`src/rtl/i2c_seq_pkg.sv`:
```
// -----------------------------------------------------------------------------
// i2c_seq_pkg
// Shared definitions for the I2C byte sequencer. It holds:
//   - register addresses of the I2C master core's 8-bit Wishbone slave
//   - CTR/CR command bytes written by the sequencer
//   - bit positions inside the status register (SR)
//   - the sequencer FSM state type and the response error code type
// -----------------------------------------------------------------------------
package i2c_seq_pkg;

   // Register map (TXR/RXR and CR/SR share an address, split by direction)
   localparam logic [2:0] REG_PRERLO = 3'h0;
   localparam logic [2:0] REG_PRERHI = 3'h1;
   localparam logic [2:0] REG_CTR    = 3'h2;
   localparam logic [2:0] REG_TXR    = 3'h3;
   localparam logic [2:0] REG_RXR    = 3'h3;
   localparam logic [2:0] REG_CR     = 3'h4;
   localparam logic [2:0] REG_SR     = 3'h4;

   // Command bytes
   localparam logic [7:0] CTR_CORE_EN    = 8'h80;  // EN
   localparam logic [7:0] CR_STA_WR      = 8'h90;  // STA | WR
   localparam logic [7:0] CR_WR_STO      = 8'h50;  // WR | STO
   localparam logic [7:0] CR_RD_NACK_STO = 8'h68;  // RD | ACK(=NACK) | STO
   localparam logic [7:0] CR_STO         = 8'h40;  // STO

   // Status register bits
   localparam int SR_RXACK = 7;
   localparam int SR_AL    = 5;
   localparam int SR_TIP   = 1;

   typedef enum logic [3:0] {
      ST_INIT_PRERLO,
      ST_INIT_PRERHI,
      ST_INIT_CTR,
      ST_IDLE,
      ST_ADDR_TX,
      ST_ADDR_CR,
      ST_POLL,
      ST_CHECK,
      ST_DATA_TX,
      ST_DATA_CR,
      ST_RD_CR,
      ST_RD_RX,
      ST_STOP,
      ST_RESP
   } seq_state_e;

   typedef enum logic [2:0] {
      ERR_OK        = 3'd0,
      ERR_ADDR_NACK = 3'd1,
      ERR_DATA_NACK = 3'd2,
      ERR_ARB_LOST  = 3'd3,
      ERR_TIMEOUT   = 3'd4
   } rsp_err_e;

endpackage

```
`src/rtl/i2c_seq_wb_if.sv`:
```
// -----------------------------------------------------------------------------
// i2c_seq_wb_if
// Single-access Wishbone master. A request (req with we/adr/dat) is launched
// onto the bus when no access is in flight; stb/cyc and adr/dat/we are held
// until wb_ack_i, dropped on the following cycle, and done pulses for one
// cycle. A new access is never launched while done is high, so at least one
// idle bus cycle separates consecutive accesses.
// Ports:
//   wb_clk_i, wb_rst_i        clock, synchronous active-high reset
//   req, we, adr, dat         access request from the sequencer FSM
//   done                      one-cycle pulse after the acknowledged cycle
//   rdata                     read data captured on the ack cycle (reads only)
//   wb_adr_o .. wb_ack_i      Wishbone master signals (cyc mirrors stb)
// -----------------------------------------------------------------------------
module i2c_seq_wb_if (
   input  logic       wb_clk_i,
   input  logic       wb_rst_i,
   input  logic       req,
   input  logic       we,
   input  logic [2:0] adr,
   input  logic [7:0] dat,
   output logic       done,
   output logic [7:0] rdata,
   output logic [2:0] wb_adr_o,
   output logic [7:0] wb_dat_o,
   input  logic [7:0] wb_dat_i,
   output logic       wb_we_o,
   output logic       wb_stb_o,
   output logic       wb_cyc_o,
   input  logic       wb_ack_i
);

   assign wb_cyc_o = wb_stb_o;

   // NOTE: sequential state uses non-blocking assignments so every register
   // samples pre-edge values, independent of statement order.
   always_ff @(posedge wb_clk_i) begin
      if (wb_rst_i) begin
         done     <= 1'b0;
         rdata    <= 8'h00;
         wb_adr_o <= 3'h0;
         wb_dat_o <= 8'h00;
         wb_we_o  <= 1'b0;
         wb_stb_o <= 1'b0;
      end else begin
         done <= 1'b0;
         if (wb_stb_o) begin
            if (wb_ack_i) begin
               wb_stb_o <= 1'b0;
               wb_we_o  <= 1'b0;
               done     <= 1'b1;
               if (!wb_we_o) rdata <= wb_dat_i;
            end
         end else if (req && !done) begin
            wb_stb_o <= 1'b1;
            wb_we_o  <= we;
            wb_adr_o <= adr;
            wb_dat_o <= dat;
         end
      end
   end

endmodule

```
`src/rtl/i2c_wb_byte_sequencer.sv`:
```
// -----------------------------------------------------------------------------
// i2c_wb_byte_sequencer
// Wishbone master that drives the I2C master core through its register map.
// After reset it programs PRERlo/PRERhi with PRESCALE and enables the core,
// then executes single-byte write/read commands accepted on a valid/ready
// port and returns read data plus an error code as a one-cycle response.
// Optional build macro I2C_SEQ_RETRY_EN: address NACK and arbitration loss are
// retried up to MAX_RETRIES times before the error is reported.
// Ports:
//   wb_clk_i, wb_rst_i                 clock, synchronous active-high reset
//   cmd_valid_i, cmd_ready_o           command handshake
//   cmd_addr_i, cmd_rw_i, cmd_wdata_i  7-bit slave address, 1=read, write byte
//   rsp_valid_o, rsp_rdata_o, rsp_err_o  response strobe, read byte, error code
//   wb_adr_o .. wb_ack_i               Wishbone master to the I2C core
// -----------------------------------------------------------------------------
module i2c_wb_byte_sequencer
   import i2c_seq_pkg::*;
#(
   parameter logic [15:0] PRESCALE     = 16'd99,
   parameter logic [31:0] POLL_TIMEOUT = 32'd1_000_000
`ifdef I2C_SEQ_RETRY_EN
   , parameter int unsigned MAX_RETRIES = 4
`endif
) (
   input  logic       wb_clk_i,
   input  logic       wb_rst_i,
   input  logic       cmd_valid_i,
   output logic       cmd_ready_o,
   input  logic [6:0] cmd_addr_i,
   input  logic       cmd_rw_i,
   input  logic [7:0] cmd_wdata_i,
   output logic       rsp_valid_o,
   output logic [7:0] rsp_rdata_o,
   output logic [2:0] rsp_err_o,
   output logic [2:0] wb_adr_o,
   output logic [7:0] wb_dat_o,
   input  logic [7:0] wb_dat_i,
   output logic       wb_we_o,
   output logic       wb_stb_o,
   output logic       wb_cyc_o,
   input  logic       wb_ack_i
);

   seq_state_e  state;
   rsp_err_e    err_q;
   logic [6:0]  addr_q;
   logic        rw_q;
   logic [7:0]  wdata_q;
   logic        data_phase;   // 0: address byte in flight, 1: data byte
   logic [31:0] poll_cnt;
`ifdef I2C_SEQ_RETRY_EN
   localparam int unsigned RETRY_W = (MAX_RETRIES < 2) ? 1 : $clog2(MAX_RETRIES + 1);
   logic [RETRY_W-1:0] retry_cnt;
`endif

   logic       req, we, done;
   logic [2:0] adr;
   logic [7:0] dat, rdata;

   // Access request per state. The TXR write of the address byte is launched
   // straight from the IDLE handshake so stb rises the cycle after it.
   // NOTE: every always_comb output gets a default first, so no path can
   // leave it unassigned and infer a latch.
   always_comb begin
      req = 1'b0;
      we  = 1'b1;
      adr = REG_PRERLO;
      dat = 8'h00;
      case (state)
         ST_INIT_PRERLO: begin req = 1'b1; adr = REG_PRERLO; dat = PRESCALE[7:0];  end
         ST_INIT_PRERHI: begin req = 1'b1; adr = REG_PRERHI; dat = PRESCALE[15:8]; end
         ST_INIT_CTR:    begin req = 1'b1; adr = REG_CTR;    dat = CTR_CORE_EN;    end
         ST_IDLE:        begin
            req = cmd_valid_i && cmd_ready_o;
            adr = REG_TXR;
            dat = {cmd_addr_i, cmd_rw_i};
         end
         ST_ADDR_TX:     begin req = 1'b1; adr = REG_TXR; dat = {addr_q, rw_q};  end
         ST_ADDR_CR:     begin req = 1'b1; adr = REG_CR;  dat = CR_STA_WR;       end
         ST_POLL:        begin req = 1'b1; we = 1'b0; adr = REG_SR;              end
         ST_DATA_TX:     begin req = 1'b1; adr = REG_TXR; dat = wdata_q;         end
         ST_DATA_CR:     begin req = 1'b1; adr = REG_CR;  dat = CR_WR_STO;       end
         ST_RD_CR:       begin req = 1'b1; adr = REG_CR;  dat = CR_RD_NACK_STO;  end
         ST_RD_RX:       begin req = 1'b1; we = 1'b0; adr = REG_RXR;             end
         ST_STOP:        begin req = 1'b1; adr = REG_CR;  dat = CR_STO;          end
         default: ;
      endcase
   end

   i2c_seq_wb_if u_wb_if (
      .wb_clk_i (wb_clk_i),
      .wb_rst_i (wb_rst_i),
      .req      (req),
      .we       (we),
      .adr      (adr),
      .dat      (dat),
      .done     (done),
      .rdata    (rdata),
      .wb_adr_o (wb_adr_o),
      .wb_dat_o (wb_dat_o),
      .wb_dat_i (wb_dat_i),
      .wb_we_o  (wb_we_o),
      .wb_stb_o (wb_stb_o),
      .wb_cyc_o (wb_cyc_o),
      .wb_ack_i (wb_ack_i)
   );

   always_ff @(posedge wb_clk_i) begin
      if (wb_rst_i) begin
         state       <= ST_INIT_PRERLO;
         cmd_ready_o <= 1'b0;
         rsp_valid_o <= 1'b0;
         rsp_rdata_o <= 8'h00;
         rsp_err_o   <= ERR_OK;
         err_q       <= ERR_OK;
         addr_q      <= 7'h00;
         rw_q        <= 1'b0;
         wdata_q     <= 8'h00;
         data_phase  <= 1'b0;
         poll_cnt    <= 32'd0;
`ifdef I2C_SEQ_RETRY_EN
         retry_cnt   <= '0;
`endif
      end else begin
         rsp_valid_o <= 1'b0;
         case (state)
            ST_INIT_PRERLO: if (done) state <= ST_INIT_PRERHI;
            ST_INIT_PRERHI: if (done) state <= ST_INIT_CTR;
            ST_INIT_CTR: if (done) begin
               state       <= ST_IDLE;
               cmd_ready_o <= 1'b1;
            end
            ST_IDLE: if (cmd_valid_i && cmd_ready_o) begin
               addr_q      <= cmd_addr_i;
               rw_q        <= cmd_rw_i;
               wdata_q     <= cmd_wdata_i;
               data_phase  <= 1'b0;
               cmd_ready_o <= 1'b0;
               state       <= ST_ADDR_TX;
`ifdef I2C_SEQ_RETRY_EN
               retry_cnt   <= '0;
`endif
            end
            ST_ADDR_TX: if (done) state <= ST_ADDR_CR;
            ST_DATA_TX: if (done) state <= ST_DATA_CR;
            ST_ADDR_CR, ST_DATA_CR, ST_RD_CR: if (done) begin
               poll_cnt <= 32'd0;
               state    <= ST_POLL;
            end
            ST_POLL: begin
               poll_cnt <= poll_cnt + 32'd1;
               // Timeout is only taken between reads so no access is orphaned.
               if (done) begin
                  if (!rdata[SR_TIP]) begin
                     state <= ST_CHECK;
                  end else if (poll_cnt >= POLL_TIMEOUT) begin
                     err_q <= ERR_TIMEOUT;
                     state <= ST_STOP;
                  end
               end
            end
            ST_CHECK: begin
               if (rdata[SR_AL]) begin
                  // Core has already released the bus: no STOP write.
`ifdef I2C_SEQ_RETRY_EN
                  if (retry_cnt < RETRY_W'(MAX_RETRIES)) begin
                     retry_cnt  <= retry_cnt + 1'b1;
                     data_phase <= 1'b0;
                     state      <= ST_ADDR_TX;
                  end else begin
                     rsp_valid_o <= 1'b1;
                     rsp_rdata_o <= 8'h00;
                     rsp_err_o   <= ERR_ARB_LOST;
                     state       <= ST_RESP;
                  end
`else
                  rsp_valid_o <= 1'b1;
                  rsp_rdata_o <= 8'h00;
                  rsp_err_o   <= ERR_ARB_LOST;
                  state       <= ST_RESP;
`endif
               end else if (!data_phase && rdata[SR_RXACK]) begin
                  err_q <= ERR_ADDR_NACK;
                  state <= ST_STOP;
               end else if (data_phase && !rw_q && rdata[SR_RXACK]) begin
                  // DATA_CR carried STO, so the bus is already stopped.
                  rsp_valid_o <= 1'b1;
                  rsp_rdata_o <= 8'h00;
                  rsp_err_o   <= ERR_DATA_NACK;
                  state       <= ST_RESP;
               end else if (!data_phase) begin
                  data_phase <= 1'b1;
                  state      <= rw_q ? ST_RD_CR : ST_DATA_TX;
               end else if (rw_q) begin
                  state <= ST_RD_RX;
               end else begin
                  rsp_valid_o <= 1'b1;
                  rsp_rdata_o <= 8'h00;
                  rsp_err_o   <= ERR_OK;
                  state       <= ST_RESP;
               end
            end
            ST_RD_RX: if (done) begin
               rsp_valid_o <= 1'b1;
               rsp_rdata_o <= rdata;
               rsp_err_o   <= ERR_OK;
               state       <= ST_RESP;
            end
            ST_STOP: if (done) begin
`ifdef I2C_SEQ_RETRY_EN
               if (err_q == ERR_ADDR_NACK && retry_cnt < RETRY_W'(MAX_RETRIES)) begin
                  retry_cnt  <= retry_cnt + 1'b1;
                  data_phase <= 1'b0;
                  state      <= ST_ADDR_TX;
               end else begin
                  rsp_valid_o <= 1'b1;
                  rsp_rdata_o <= 8'h00;
                  rsp_err_o   <= err_q;
                  state       <= ST_RESP;
               end
`else
               rsp_valid_o <= 1'b1;
               rsp_rdata_o <= 8'h00;
               rsp_err_o   <= err_q;
               state       <= ST_RESP;
`endif
            end
            ST_RESP: begin
               cmd_ready_o <= 1'b1;
               state       <= ST_IDLE;
            end
            default: state <= ST_INIT_PRERLO;
         endcase
      end
   end

endmodule

```
`config.mk`:
```
export PLATFORM = sky130hd
export DESIGN_NAME = i2c_wb_byte_sequencer
export DESIGN_NICKNAME = d
export VERILOG_FILES = /design/src/rtl/i2c_seq_pkg.sv /design/src/rtl/i2c_seq_wb_if.sv /design/src/rtl/i2c_wb_byte_sequencer.sv
export SDC_FILE = /design/constraint.sdc
export NUM_CORES = 1
export LEC_CHECK = 0
export BUFFER_PORTS_ARGS = -buffer_cell sky130_fd_sc_hd__buf_2
export CAP_MARGIN = 40
export CORE_MARGIN = 3
export CORE_UTILIZATION = 50
export CTS_BUF_LIST = sky130_fd_sc_hd__clkbuf_4 sky130_fd_sc_hd__clkbuf_8 sky130_fd_sc_hd__clkbuf_16
export DETAILED_ROUTE_END_ITERATION = 6
export PLACE_DENSITY = 0.7
export SYNTH_ARGS = -nofsm -noshare
export SYNTH_HDL_FRONTEND = slang
export SYNTH_SLANG_ARGS = --single-unit
```
`constraint.sdc`:
```
create_clock -name wb_clk_i -period 2.5 [get_ports wb_clk_i]
set_input_delay 0.125 -clock wb_clk_i [delete_from_list [all_inputs] [get_ports wb_clk_i]]
set_output_delay 0.125 -clock wb_clk_i [all_outputs]
set_load 0.005 [all_outputs]
```
==> impl_metrics.toml <==
[outcome]
status = "complete, no violations"

[clocking]
cts-buffers-inserted = 9
cts_hold_buf = 7
cts_setup_buffers = 0
cts.sinks = 90
root_buffer = "clkbuf_8"
htree_levels = 3
clkSlewWorstSetupHoldPaths_ns = 0.09
ctsResizeCount = 0
cts_tree = "built"
clock_path_buffers = 2
clkLatencyLatePin_ns = 0.35

[finish]
nFillCells = 738
fin_area_mm2 = 0.00527
instances_no_fill = 742
area_growth_syn_to_layout_pct = 17.0
nets = 662
mostFrequentLayoutCells = "dfxtp_1, nand2_1, a21oi_1, nor2_1, buf_2"
num_antenna_cells = 0
multi_input_area_mm2 = 0.00250
final_common_cell = "dfxtp_1"
seq_area_mm2 = 0.00180
drive_gt1_frac = 0.188

[sta]
fmax_mhz = 441
drv_slew = 0
setup_slack_ns = 0.232
fin_worst_skew_ns = 0.0114
fin_setup_tns_ns = 0
fin_hold_ws_ns = 0.0111
slew_headroom = 0.583
period_minus_slack_ns = 2.27
rsz0062_at_grt = "false"
fin_crit_sh = 0.907
tightest_slew_ns = 0.617
finalHoldViolations = 0
setup_viol = 0

[synth]
synth_seq_cells = 90
yosys_warnings = 0
synth_area_leader_cell = "dfxtp_1"
synth_cells = 575
avgSynthCellArea_um2 = 7.83
syn_nets = 605
synth-async-reset-ratio = 0
synth_edf_count = 0
synth_top_cell_area_share = 0.400
yosys.cell_types.count = 56
synthFlopType = "dfxtp_1"
synth-seq-area-share = 0.400
netlist_top_cells_area = "dfxtp_1, a21oi_1, nand2_1"
synth_area_mm2 = 0.00450

[setup_path]
crit_chain = "nor4bb_1 > and4_1 > nand4_4 > or4_1 > a21oi_1"
path_buf_inv = 0
cp.depth = 5
cp_slowest_cell = "nor4bb_1"
cp_max_fo = 12
cp.required_ns = 2.79
rr_worst_depth = 5
worstPathArrival_ns = 2.56
end_kind = "flip-flop"
critical-path-top-delay-family = "simple AND/OR/NAND/NOR gates"
max_stage_delay_ns = 0.60
cp-start-kind = "flip-flop"
criticalPathCategory = "reg2reg"

[floorplanning]
die_x_um = 101
core_mm2 = 0.00846
start_util = 0.532
rows = 33
die-area_mm2 = 0.0102
pin_count = 55
die_h_um = 101

[placed_design]
dp_cells = 719
place_ws_ns = 0.295
dpl_cell_area_mm2 = 0.00495
place.detailed.hpwl_um = 7910
place.gp.congestion = 0.859
port_buffers = 54

[global_routing]
top_usage_layer = "met2"
antenna_found_initial = 0
grt_util_met2 = 0.373
grt_use_met1 = 0.304
track_usage = 0.228
grt_pass1_wl_um = 19100
grt_max_degree = 53
use_met3 = 0.0374
grt-ovfl-total = 0
grt_pass1_vias = 4009

[power_and_ir_drop]
powerDensity_mw_per_mm2 = 549
p_leak_nw = 1.98
ir_worst_vdd_v = 0.000383

[detailed_routing]
drt_iter0_markers = 313
routed_wl_um = 11300
via_count = 4380
vias_per_cell = 5.90
drtAntennaViolNets = 0
dr.pass1.iters = 4
drc_errors = 0
wl_per_cell_um = 15.2

[worst_hold_path]
holdCritPathClass = "in2reg"
min_path_cells = 3

[job]
maxCapViolations = 0
-- final cells by class --
type,instances,area share
flip-flops and latches,90,0.342
well taps,105,0.0249
inverters,11,0.00784
clock buffers,9,0.0235
multi-input cells,433,0.475
clock inverters,7,0.0230
repair buffers,87,0.104
-- flip-flops by register name (all words and copies together) (netlist names) --
name              flops
addr_q                7
cmd_ready_o           1
data_phase            1
err_q                 2
poll_cnt             32
rsp_err_o             3
rsp_rdata_o           8
rsp_valid_o           1
rw_q                  1
state                 4
u_wb_if.done          1
u_wb_if.rdata         8
u_wb_if.wb_adr_o      3
u_wb_if.wb_cyc_o      1
u_wb_if.wb_dat_o      8
u_wb_if.wb_we_o       1
wdata_q               8
-- power by group --
| part | internal, W | total, W | leakage [nW] | switching, W |
|---|---|---|---|---|
| combinational | 0.0000845 | 0.000189 | 1.13 | 0.000104 |
| clock | 0.000674 | 0.00122 | 0.125 | 0.000545 |
| sequential | 0.00146 | 0.00148 | 0.729 | 0.0000241 |
-- Yosys cell counts, drive strengths merged, types with 10 or more instances --
| cell | number |
|---|---|
| a21oi | 65 |
| nor3 | 14 |
| a211oi | 14 |
| nand3 | 27 |
| buf | 13 |
| o21ai | 22 |
| inv | 11 |
| nand4 | 16 |
| mux2i | 12 |
| nand2 | 72 |
| nor2 | 63 |
| a31oi | 10 |
| clkbuf | 28 |
| dfxtp | 90 |
-- final timing paths --
path,start,slack [ns],to
min,cmd_wdata_i[2],0.01,wdata_q[2]
min reg2reg,u_wb_if.rdata[4],0.46,u_wb_if.rdata[4]
max,state[0],0.23,poll_cnt[31]
max reg2reg,state[0],0.23,poll_cnt[31]
-- metal layers --
| layer | vias up | routed length (um) |
|---|---|---|
| met5 | - | 0 |
| met4 | 0 | 210 |
| met3 | 20 | 637 |
| met2 | 149 | 5420 |
| met1 | 2031 | 5040 |
| li1 | 2180 | - |
-- worst register-to-register path, stage by stage, from the launching register on --
cell and delay, ns:
dfxtp_1 0.43, nor4bb_1 0.60, and4_1 0.36, nand4_4 0.14, or4_1 0.53, a21oi_1 0.14
-- kinds of logic after synthesis --
logic type	after synthesis	share of synthesized area
AO/OA/AOI/OAI	149	0.204
AND/OR/NAND/NOR	260	0.296
multiplexers	15	0.0342
flip-flops	90	0.400
buffers and inverters	52	0.0464
XOR/XNOR	7	0.0136
adder cells (fa/ha/maj)	2	0.00556
-- stage by stage --
step,total power (W),utilization
6_report,0.00289,0.622
2_1_floorplan,0.00162,-
3_5_place_dp,0.00170,0.585
5_1_grt,0.00300,0.622
4_1_cts,0.00291,0.622
3_3_place_gp,0.00169,0.585
No activity file was read; power rests on OpenSTA's default activity.
